$ cat config.mk
export PLATFORM = sky130hd
export DESIGN_NAME = seg_scan_decoder
export DESIGN_NICKNAME = d
export VERILOG_FILES = /design/src/rtl/seg_scan_pkg.sv /design/src/rtl/seg_scan_decoder_seg7_to_bcd.sv /design/src/rtl/seg_scan_decoder.sv
export SDC_FILE = /design/constraint.sdc
export NUM_CORES = 1
export LEC_CHECK = 0
export BUFFER_PORTS_ARGS = -buffer_cell sky130_fd_sc_hd__buf_2
export CORE_MARGIN = 1.5
export CORE_UTILIZATION = 58
export DETAILED_ROUTE_END_ITERATION = 7
export PLACE_DENSITY = 0.95
export SLEW_MARGIN = 25
export SYNTH_ARGS = -nofsm -noshare
export SYNTH_HDL_FRONTEND = slang
export SYNTH_SLANG_ARGS = --single-unit
$ cat constraint.sdc
create_clock -name clk -period 3.29 [get_ports clk]
set_input_delay 0.4935 -clock clk [delete_from_list [all_inputs] [get_ports clk]]
set_output_delay 0.4935 -clock clk [all_outputs]
set_load 0.1 [all_outputs]
$ cat src/rtl/seg_scan_pkg.sv
// Shared constants for the multiplexed 7-segment readback decoder.
// Segment patterns are active-low {a,b,c,d,e,f,g}; anode values are one-hot-low.
package seg_scan_pkg;

   localparam logic [6:0] SEG_0 = 7'b0000001;
   localparam logic [6:0] SEG_1 = 7'b1001111;
   localparam logic [6:0] SEG_2 = 7'b0010010;
   localparam logic [6:0] SEG_3 = 7'b0000110;
   localparam logic [6:0] SEG_4 = 7'b1001100;
   localparam logic [6:0] SEG_5 = 7'b0100100;
   localparam logic [6:0] SEG_6 = 7'b0100000;
   localparam logic [6:0] SEG_7 = 7'b0001111;
   localparam logic [6:0] SEG_8 = 7'b0000000;
   localparam logic [6:0] SEG_9 = 7'b0000100;

   localparam logic [3:0] AN_ONES  = 4'b1110;
   localparam logic [3:0] AN_TENS  = 4'b1101;
   localparam logic [3:0] AN_HUND  = 4'b1011;
   localparam logic [3:0] AN_THOUS = 4'b0111;

   localparam logic [3:0] BLANK_PATTERN = 4'hF;

endpackage

$ cat src/rtl/seg_scan_decoder_seg7_to_bcd.sv
// Combinational active-low 7-segment pattern to BCD decoder.
// o_legal is low for any pattern that is not one of the ten digit shapes.
module seg7_to_bcd
   import seg_scan_pkg::*;
(
   input  logic [6:0] i_seg,
   output logic [3:0] o_digit,
   output logic       o_legal
);

   always_comb begin
      o_digit = 4'd0;
      o_legal = 1'b1;
      case (i_seg)
         SEG_0:   o_digit = 4'd0;
         SEG_1:   o_digit = 4'd1;
         SEG_2:   o_digit = 4'd2;
         SEG_3:   o_digit = 4'd3;
         SEG_4:   o_digit = 4'd4;
         SEG_5:   o_digit = 4'd5;
         SEG_6:   o_digit = 4'd6;
         SEG_7:   o_digit = 4'd7;
         SEG_8:   o_digit = 4'd8;
         SEG_9:   o_digit = 4'd9;
         default: o_legal = 1'b0;
      endcase
   end

endmodule

$ cat src/rtl/seg_scan_decoder.sv
// Samples a multiplexed active-low 4-digit display and republishes complete frames.
// Define SEG_SCAN_BIN_EN to compute the binary value of each frame on val_bin.
module seg_scan_decoder
   import seg_scan_pkg::*;
#(
   parameter int BLANK_TIMEOUT = 8,
   parameter int BLINK_CNT_W   = 8
) (
   input  logic                   clk,
   input  logic                   rst_n,
   input  logic [3:0]             an,
   input  logic [6:0]             seg,
   output logic [3:0]             val1,
   output logic [3:0]             val2,
   output logic [3:0]             val3,
   output logic [3:0]             val4,
   output logic [13:0]            val_bin,
   output logic                   frame_valid,
   output logic                   display_blank,
   output logic [BLINK_CNT_W-1:0] blink_cnt,
   output logic                   seg_err,
   output logic                   an_err
);

   localparam int              BC_W   = $clog2(BLANK_TIMEOUT + 1);
   localparam logic [BC_W-1:0] BC_MAX = BC_W'(BLANK_TIMEOUT);
   localparam logic [BC_W-1:0] BC_ARM = BC_W'(BLANK_TIMEOUT - 1);

   logic [3:0]             r_sh [4];
   logic [3:0]             r_val [4];
   logic [3:0]             r_mask;
   logic [BC_W-1:0]        r_blank_cnt;
   logic                   r_frame_valid;
   logic                   r_display_blank;
   logic [BLINK_CNT_W-1:0] r_blink_cnt;
   logic                   r_seg_err;
   logic                   r_an_err;

   logic [3:0] w_sel;
   logic       w_blank;
   logic       w_lit;
   logic       w_pub;
   logic [3:0] w_mask_base;
   logic [3:0] w_digit;
   logic       w_legal;

   seg7_to_bcd u_dec (
      .i_seg   (seg),
      .o_digit (w_digit),
      .o_legal (w_legal)
   );

   assign w_sel   = ~an;
   assign w_blank = (an == BLANK_PATTERN);
   assign w_lit   = (w_sel != 4'h0) && ((w_sel & (w_sel - 4'd1)) == 4'h0);
   // A full mask publishes on the following edge; that edge's capture starts the next frame.
   assign w_pub       = (r_mask == 4'hF);
   assign w_mask_base = w_pub ? 4'h0 : r_mask;

   always_ff @(posedge clk or negedge rst_n) begin
      if (!rst_n) begin
         r_sh            <= '{default: 4'd0};
         r_val           <= '{default: 4'd0};
         r_mask          <= 4'h0;
         r_blank_cnt     <= '0;
         r_frame_valid   <= 1'b0;
         r_display_blank <= 1'b1;
         r_blink_cnt     <= '0;
         r_seg_err       <= 1'b0;
         r_an_err        <= 1'b0;
      end else begin
         r_frame_valid <= w_pub;
         r_seg_err     <= 1'b0;
         r_an_err      <= 1'b0;
         if (w_pub) begin
            r_val <= r_sh;
         end
         if (w_blank) begin
            r_mask <= 4'h0;
            if (r_blank_cnt != BC_MAX) begin
               r_blank_cnt <= r_blank_cnt + 1'b1;
            end
            if (r_blank_cnt >= BC_ARM) begin
               r_display_blank <= 1'b1;
            end
         end else if (w_lit) begin
            r_blank_cnt <= '0;
            if (r_display_blank) begin
               r_display_blank <= 1'b0;
               if (r_blink_cnt != '1) begin
                  r_blink_cnt <= r_blink_cnt + 1'b1;
               end
            end
            if (w_legal) begin
               for (int i = 0; i < 4; i++) begin
                  if (w_sel[i]) begin
                     r_sh[i] <= w_digit;
                  end
               end
               r_mask <= w_mask_base | w_sel;
            end else begin
               r_seg_err <= 1'b1;
               r_mask    <= 4'h0;
            end
         end else begin
            r_an_err <= 1'b1;
            r_mask   <= w_mask_base;
         end
      end
   end

`ifdef SEG_SCAN_BIN_EN
   logic [13:0] w_bin;
   logic [13:0] r_val_bin;

   assign w_bin = 14'(r_sh[3]) * 14'd1000 + 14'(r_sh[2]) * 14'd100
                + 14'(r_sh[1]) * 14'd10 + 14'(r_sh[0]);

   always_ff @(posedge clk or negedge rst_n) begin
      if (!rst_n) begin
         r_val_bin <= 14'd0;
      end else if (w_pub) begin
         r_val_bin <= w_bin;
      end
   end

   assign val_bin = r_val_bin;
`else
   assign val_bin = 14'd0;
`endif

   assign val1          = r_val[0];
   assign val2          = r_val[1];
   assign val3          = r_val[2];
   assign val4          = r_val[3];
   assign frame_valid   = r_frame_valid;
   assign display_blank = r_display_blank;
   assign blink_cnt     = r_blink_cnt;
   assign seg_err       = r_seg_err;
   assign an_err        = r_an_err;

endmodule
==> out/results.ini, run 1 <==
[status]
status = finished clean

[finish]
layout.cell_area.non_filler_um2 = 2790
fill_cells = 312
share_of_cells_above_drive_strength_1_pct = 20.2
area.growth.synth_to_final_pct = 10.9
multi_input_comb_area_um2 = 1080
fraction_of_the_core_area_covered_by_cells_at_the_end_of_the_flow_pct = 68.4
antenna-diode-count = 0
finish.cell_count_without_fillers = 337
final_nets = 302
ff_latch_area_um2 = 1300

[worst_setup_path]
launching_element_type_of_the_critical_path = input pin
timing.critical_path.slowest_cell_delay_ns = 0.48
critical_path_class = in -> reg
path_max_fanout = 10
wp_data_arrival_ns = 2.48
endpoint_kind = flop
worstPathCellList = buf_2 > or3_4 > nor4_1 > or3_1 > o21ai_2 > mux2_1
critical_path.slowest_cell = nor4_1
timing.critical_path.required_ns = 3.48
critical_path.n_buffers_inverters = 1
crit_family = simple AND/OR/NAND/NOR gates

[placed_design]
hpwlAfterDp_um = 3240
detailed_place.area_um2 = 2680
dp.cells = 329
place.gp.congestion = 0.815
placement.io_buffers = 40

[sta]
max-slew-margin-rel_pct = 42.1
grt_setup_unrepaired = no
min_period_over_period_pct = 69.5
setup-tns-final_ns = 0
tightestPinTransition_ns = 0.868
finalClockSkew_ns = 0.00664
finalSetupViolCount = 0
final_slew_viol_count = 0
hold_viol = 0
finalCriticalPeriod_ns = 2.29
achievable-frequency_mhz = 437

[clock_tree]
postCtsSetupRepairBufs = 0
cts.path.max_buffers = 2
clkSinkCount = 52
cts_hold_buf = 0
clk_pin_slew_ns = 0.09
number_of_buffers_created_by_cts = 5
cts_tree = yes
cts_resized = 0
worst_skew_late_latency_ns = 0.31
clockRootBuffer = clkbuf_8
cts_htree_levels = 2

[logic_synthesis]
syn_avg_cell_area_um2 = 10.1
synth-async-reset-ratio_pct = 100
synth_cell_type_count = 47
yosys_reg_bits = 52
yosysWarnings = 0
synthFlopType = dfrtp_1
synth_largest_type_area_fraction_pct = 50.6
synthTopCellsByArea = dfrtp_1 (51%), nand2_1 (9.1%), mux2_1 (5.4%)
syn_area_um2 = 2520
synth_enable_flop_cells = 0
seq_area_frac_synth_pct = 51.7
synth_largest_area_cell = dfrtp_1
syn_inst = 250

[drt]
remaining_drc_errors = 0
drt-vias-per-instance = 5.41
detail_route.wirelength_um = 4730
wl_per_cell_um = 14.0
detailedRoute.firstPassIterationCount = 4
detailroute.via_count = 1823
first_iter_violations = 117
antenna_violating_nets_post_route = 0

[run]
maxCapViolations = 0

[pwr]
ir_worst_vdd_mv = 0.261
powerDensity_nw_per_um2 = 490
total_power_mw = 1.37
total_leakage_power_nw = 1.47

[global_route]
globalRouteTotalUtil_pct = 22.7
grt_antenna_before_repair = 0
grt_pass1_vias = 1659
grt_first_pass_wirelength_um = 7840
grt.overflow.total = 0
grt_max_degree = 53

[floorplanning]
floorplan.rows = 23
die_outline_height_um = 68.9
boundary_pins = 55
core_area_um2 = 4090
die_area_um2 = 4750
start_util_pct = 61.7
die_w_um = 68.9

[min_path]
holdCritPathClass = in -> async

cell usage after synthesis, types with 2 or more instances:
master	instances
a22o_1	4
nand4b_1	2
nor3_1	5
nor2_1	8
a21oi_1	9
o21ai_2	4
or4_1	2
inv_1	5
o21ai_0	3
nand2_1	61
or3b_1	2
ha_1	3
buf_2	4
mux2_1	12
buf_4	14
dfrtp_1	51
clkbuf_1	5
nor3b_1	2
nor4_1	4
a21o_1	2
xnor2_1	3
xor2_1	7
nand4_1	5
or3_1	2
nand3_1	9
stage by stage:
stage / hold slack, ns / setup slack, ns
after floorplan: 0.198 / 0.997
final: 0.192 / 1.00
after global routing: 0.243 / 0.798
after CTS: 0.216 / 1.04
after global placement: 0.449 / 0.800
after detailed placement: 0.457 / 0.746
layer usage:
metal	part of all wire [%]	track usage (%)
met1	45	29.4
met4	2.9	11.5
met3	3.5	3.25
met5	0	0
met2	49	37.3
sequential cells by signal (all words and copies together), names as in the netlist, 4 cells and up:
| name | cells |
|---|---|
| blink_cnt | 8 |
| r_blank_cnt | 4 |
| r_mask | 4 |
| r_sh | 16 |
| val1 | 4 |
| val2 | 4 |
| val3 | 4 |
| val4 | 4 |
layout make-up:
| cell class | instances | share of cell area [%] |
|---|---|---|
| Sequential cell | 52 | 46.6 |
| Multi-Input combinational cell | 180 | 38.8 |
| Timing Repair Buffer | 41 | 7.52 |
| Clock buffer | 5 | 2.46 |
| Tap cell | 50 | 2.24 |
| Clock inverter | 3 | 1.52 |
| Inverter | 6 | 0.806 |
where the power goes:
| group | internal (mW) | switching [mW] | leakage (nW) |
|---|---|---|---|
| registers | 0.664 | 0.0205 | 0.705 |
| clock network | 0.225 | 0.208 | 0.0541 |
| logic | 0.0398 | 0.211 | 0.708 |
| total | 0.929 | 0.440 | 1.47 |
cell usage in the layout (no fill, tap or decap), types with 2 or more instances in the layout:
cell      instances
or3b_1            2
nor4_1            4
conb_1           14
dfrtp_1          51
nor3_1            5
xnor2_1           3
inv_1             5
clkbuf_8          5
a21o_1            2
or3_1             2
or4_1             2
nand4_1           5
buf_4             2
nor3b_1           2
nand4b_1          2
nand3_1           9
xor2_1            7
nor2_1            8
nand2_1          61
a21oi_1           9
a22o_1            4
mux2_1           12
o21ai_0           3
ha_1              3
buf_2            39
o21ai_2           4
logic make-up after synthesis:
family	after synthesis	synth area share [%]
AND/OR/NAND/NOR	107	20.0
flip-flops	52	51.7
AO/OA/AOI/OAI	32	9.83
buffers and inverters	31	7.20
multiplexers	13	5.81
XOR/XNOR	10	3.48
adder cells (fa/ha/maj)	4	1.89
other	1	0.149
path summary, 6_finish.rpt:
path	from	end	slack [ns]	depth (start not counted)
setup / recovery	seg[1]	r_sh[13]	1.00	6
hold / removal	rst_n	an_err	0.19	1
setup reg to reg	blink_cnt[0]	blink_cnt[1]	1.61	5
hold reg to reg	val2[3]	val2[3]	0.48	2
max in group asynchronous	rst_n	blink_cnt[4]	2.68	1
min in group clk	val2[3]	val2[3]	0.48	2
Power figures use the tool's default switching activity.
==> run 2: changes to the inputs <==
Settings changed: CORE_UTILIZATION 58 to 49, PLACE_DENSITY 0.95 to 0.87.
Clock period 3.29 ns to 2.06 ns, I/O delays scaled along.
==> run 2 against run 1 <==
Critical path depth is 1 higher. Final cell count is 10% higher. Core utilization is 7.6 points lower. Via count is 6.8% higher. Sequential cell count stayed put.
==> out/results.ini, run 2 (synthesized netlist as in run 1, its figures left out) <==
[status]
status = finished clean  ; unchanged

[worst_setup_path]
worst_path_most_repeated_cell = or3_1
crit_family = simple AND/OR/NAND/NOR gates  ; unchanged
wp_data_arrival_ns = 1.95  ; was 2.48 ns
rrSetupSlack_ns = 0.45  ; was 1.61 ns
critical_path_class = in -> reg  ; unchanged
endpoint_kind = flop  ; unchanged
r2r-start = blink_cnt[0]  ; unchanged
path_max_fanout = 6  ; was 10
critical_path.n_buffers_inverters = 2  ; was 1
critical_path.slowest_cell = or3_1  ; was nor4_1
timing.critical_path.slowest_cell_delay_ns = 0.39  ; was 0.48 ns
timing.reg2reg.worst_path_depth = 5  ; unchanged
worst_r2r_endpoint = blink_cnt[1]  ; unchanged
launching_element_type_of_the_critical_path = input pin  ; unchanged
worstPathCellList = buf_2 > or3_1 > a2111oi_0 > or3_1 > buf_4 > o21ai_2 > mux2_1  ; was buf_2 > or3_4 > nor4_1 > or3_1 > o21ai_2 > mux2_1
timing.critical_path.required_ns = 2.25  ; was 3.48 ns

[min_path]
holdCritPathClass = in -> async  ; unchanged

[global_route]
grt.overflow.total = 0  ; unchanged
grt_antenna_before_repair = 0  ; unchanged
globalRouteTotalUtil_pct = 20.2  ; was 22.7%
grt_first_pass_wirelength_um = 8420  ; was 7840 um
grt_max_degree = 38  ; was 53
grt_pass1_vias = 1837  ; was 1659

[clock_tree]
clockRootBuffer = clkbuf_8  ; unchanged
clkSinkCount = 52  ; unchanged
clk_pin_slew_ns = 0.09  ; about the same
cts_resized = 0  ; unchanged
number_of_buffers_created_by_cts = 5  ; unchanged
postCtsSetupRepairBufs = 0  ; unchanged
cts_hold_buf = 0  ; unchanged
cts_htree_levels = 2  ; unchanged
cts_tree = yes  ; unchanged
worst_skew_late_latency_ns = 0.30  ; was 0.31 ns
cts.path.max_buffers = 2  ; unchanged

[drt]
detailedRoute.firstPassIterationCount = 6  ; was 4
detail_route.wirelength_um = 4930  ; was 4730 um
drt-vias-per-instance = 5.23  ; was 5.41
first_iter_violations = 72  ; was 117
remaining_drc_errors = 0  ; unchanged
antenna_violating_nets_post_route = 0  ; unchanged
wl_per_cell_um = 13.2  ; was 14.0 um
detailroute.via_count = 1947  ; was 1823

[placed_design]
place.gp.congestion = 0.787  ; was 0.815
placement.io_buffers = 40  ; unchanged
hpwlAfterDp_um = 3730  ; was 3240 um
dp_slack_ns = -0.0366  ; was 0.746 ns
dp.cells = 364  ; was 329

[sta]
achievable-frequency_mhz = 568
setup-tns-final_ns = 0  ; unchanged
finalSetupViolCount = 0  ; unchanged
finalClockSkew_ns = 0.00473  ; was 0.00664 ns
finalCriticalPeriod_ns = 1.76
final_slew_viol_count = 0  ; unchanged
min_period_over_period_pct = 85.5
max-slew-margin-rel_pct = 47.9  ; was 42.1%
tightestPinTransition_ns = 0.781  ; was 0.868 ns
hold_viol = 0  ; unchanged
grt_setup_unrepaired = no  ; unchanged
fin_ws_ns = 0.299  ; was 1.00 ns

[finish]
layout_commonest_cell = nand2_1  ; unchanged
antenna-diode-count = 0  ; unchanged
finish.cell_count_without_fillers = 372  ; was 337
final_nets = 320  ; was 302
largest_register_ffs = 16  ; unchanged
top_register = r_sh  ; unchanged
area.growth.synth_to_final_pct = 16.9  ; was 10.9%
mostFrequentLayoutCells = nand2_1 (61), dfrtp_1 (45), buf_2 (40)  ; was nand2_1 (61), dfrtp_1 (51), buf_2 (39)
share_of_cells_above_drive_strength_1_pct = 26.2  ; was 20.2%
fill_cells = 409  ; was 312

[pwr]
powerDensity_nw_per_um2 = 714  ; was 490 nW/um^2
ir_worst_vdd_mv = 0.339  ; was 0.261 mV
total_leakage_power_nw = 1.54  ; was 1.47 nW

[floorplanning]
start_util_pct = 52.0  ; was 61.7%
die_outline_height_um = 74.7  ; was 68.9 um
die_area_um2 = 5580  ; was 4750 um^2
die_w_um = 74.7  ; was 68.9 um
boundary_pins = 55  ; unchanged
floorplan.rows = 25  ; was 23
core_area_um2 = 4850  ; was 4090 um^2

[run]
maxCapViolations = 0  ; unchanged

-- run 2: layer usage --
metal  up-vias  wire [um]  global-route usage, %
li1        938          -                      -
met1       940       2130                   25.5
met2        61       2450                   34.1
met3         8        225                   4.02
met4         0        121                   8.08
met5         -          0                      0
-- run 2: metrics by stage --
step	hold WS (ns)	power [mW]	utilization [%]	instance area, um^2
4_1_cts	0.106	2.12	60.8	2950
6_report	0.0772	2.10	60.8	2950
3_5_place_dp	0.435	1.54	58.9	2860
5_1_grt	0.156	2.19	60.8	2950
2_1_floorplan	0.0134	1.46	-	2580
3_3_place_gp	0.427	1.53	58.9	2860
-- run 2: cell type report --
type / instances / area (um^2) / area share [%]
clock buffer: 8 / 90.1 / 3.06
inverter: 6 / 22.5 / 0.764
sequential: 52 / 1310 / 44.5
tap: 67 / 83.8 / 2.85
timing repair buffer: 59 / 355 / 12.1
multi-input combinational: 180 / 1080 / 36.8
-- run 2: how the worst max path moves through the flow --
stage	from	to	slack, ns	cells after the start
final	seg[0]	r_sh[4]	0.30	7
after global routing	seg[0]	r_mask[2]	0.09	9
after CTS	seg[0]	r_sh[4]	0.29	7
after detailed placement	seg[0]	r_sh[4]	-0.04	7
after global placement	seg[0]	r_sh[5]	0.04	7
after floorplan	blink_cnt[2]	blink_cnt[1]	0.01	4
-- run 2: power by group --
group / internal (mW) / leakage, nW / switching, mW / total (mW)
clock: 0.274 / 0.0455 / 0.310 / 0.585
sequential: 1.06 / 0.696 / 0.0331 / 1.10
combinational: 0.0826 / 0.801 / 0.341 / 0.424
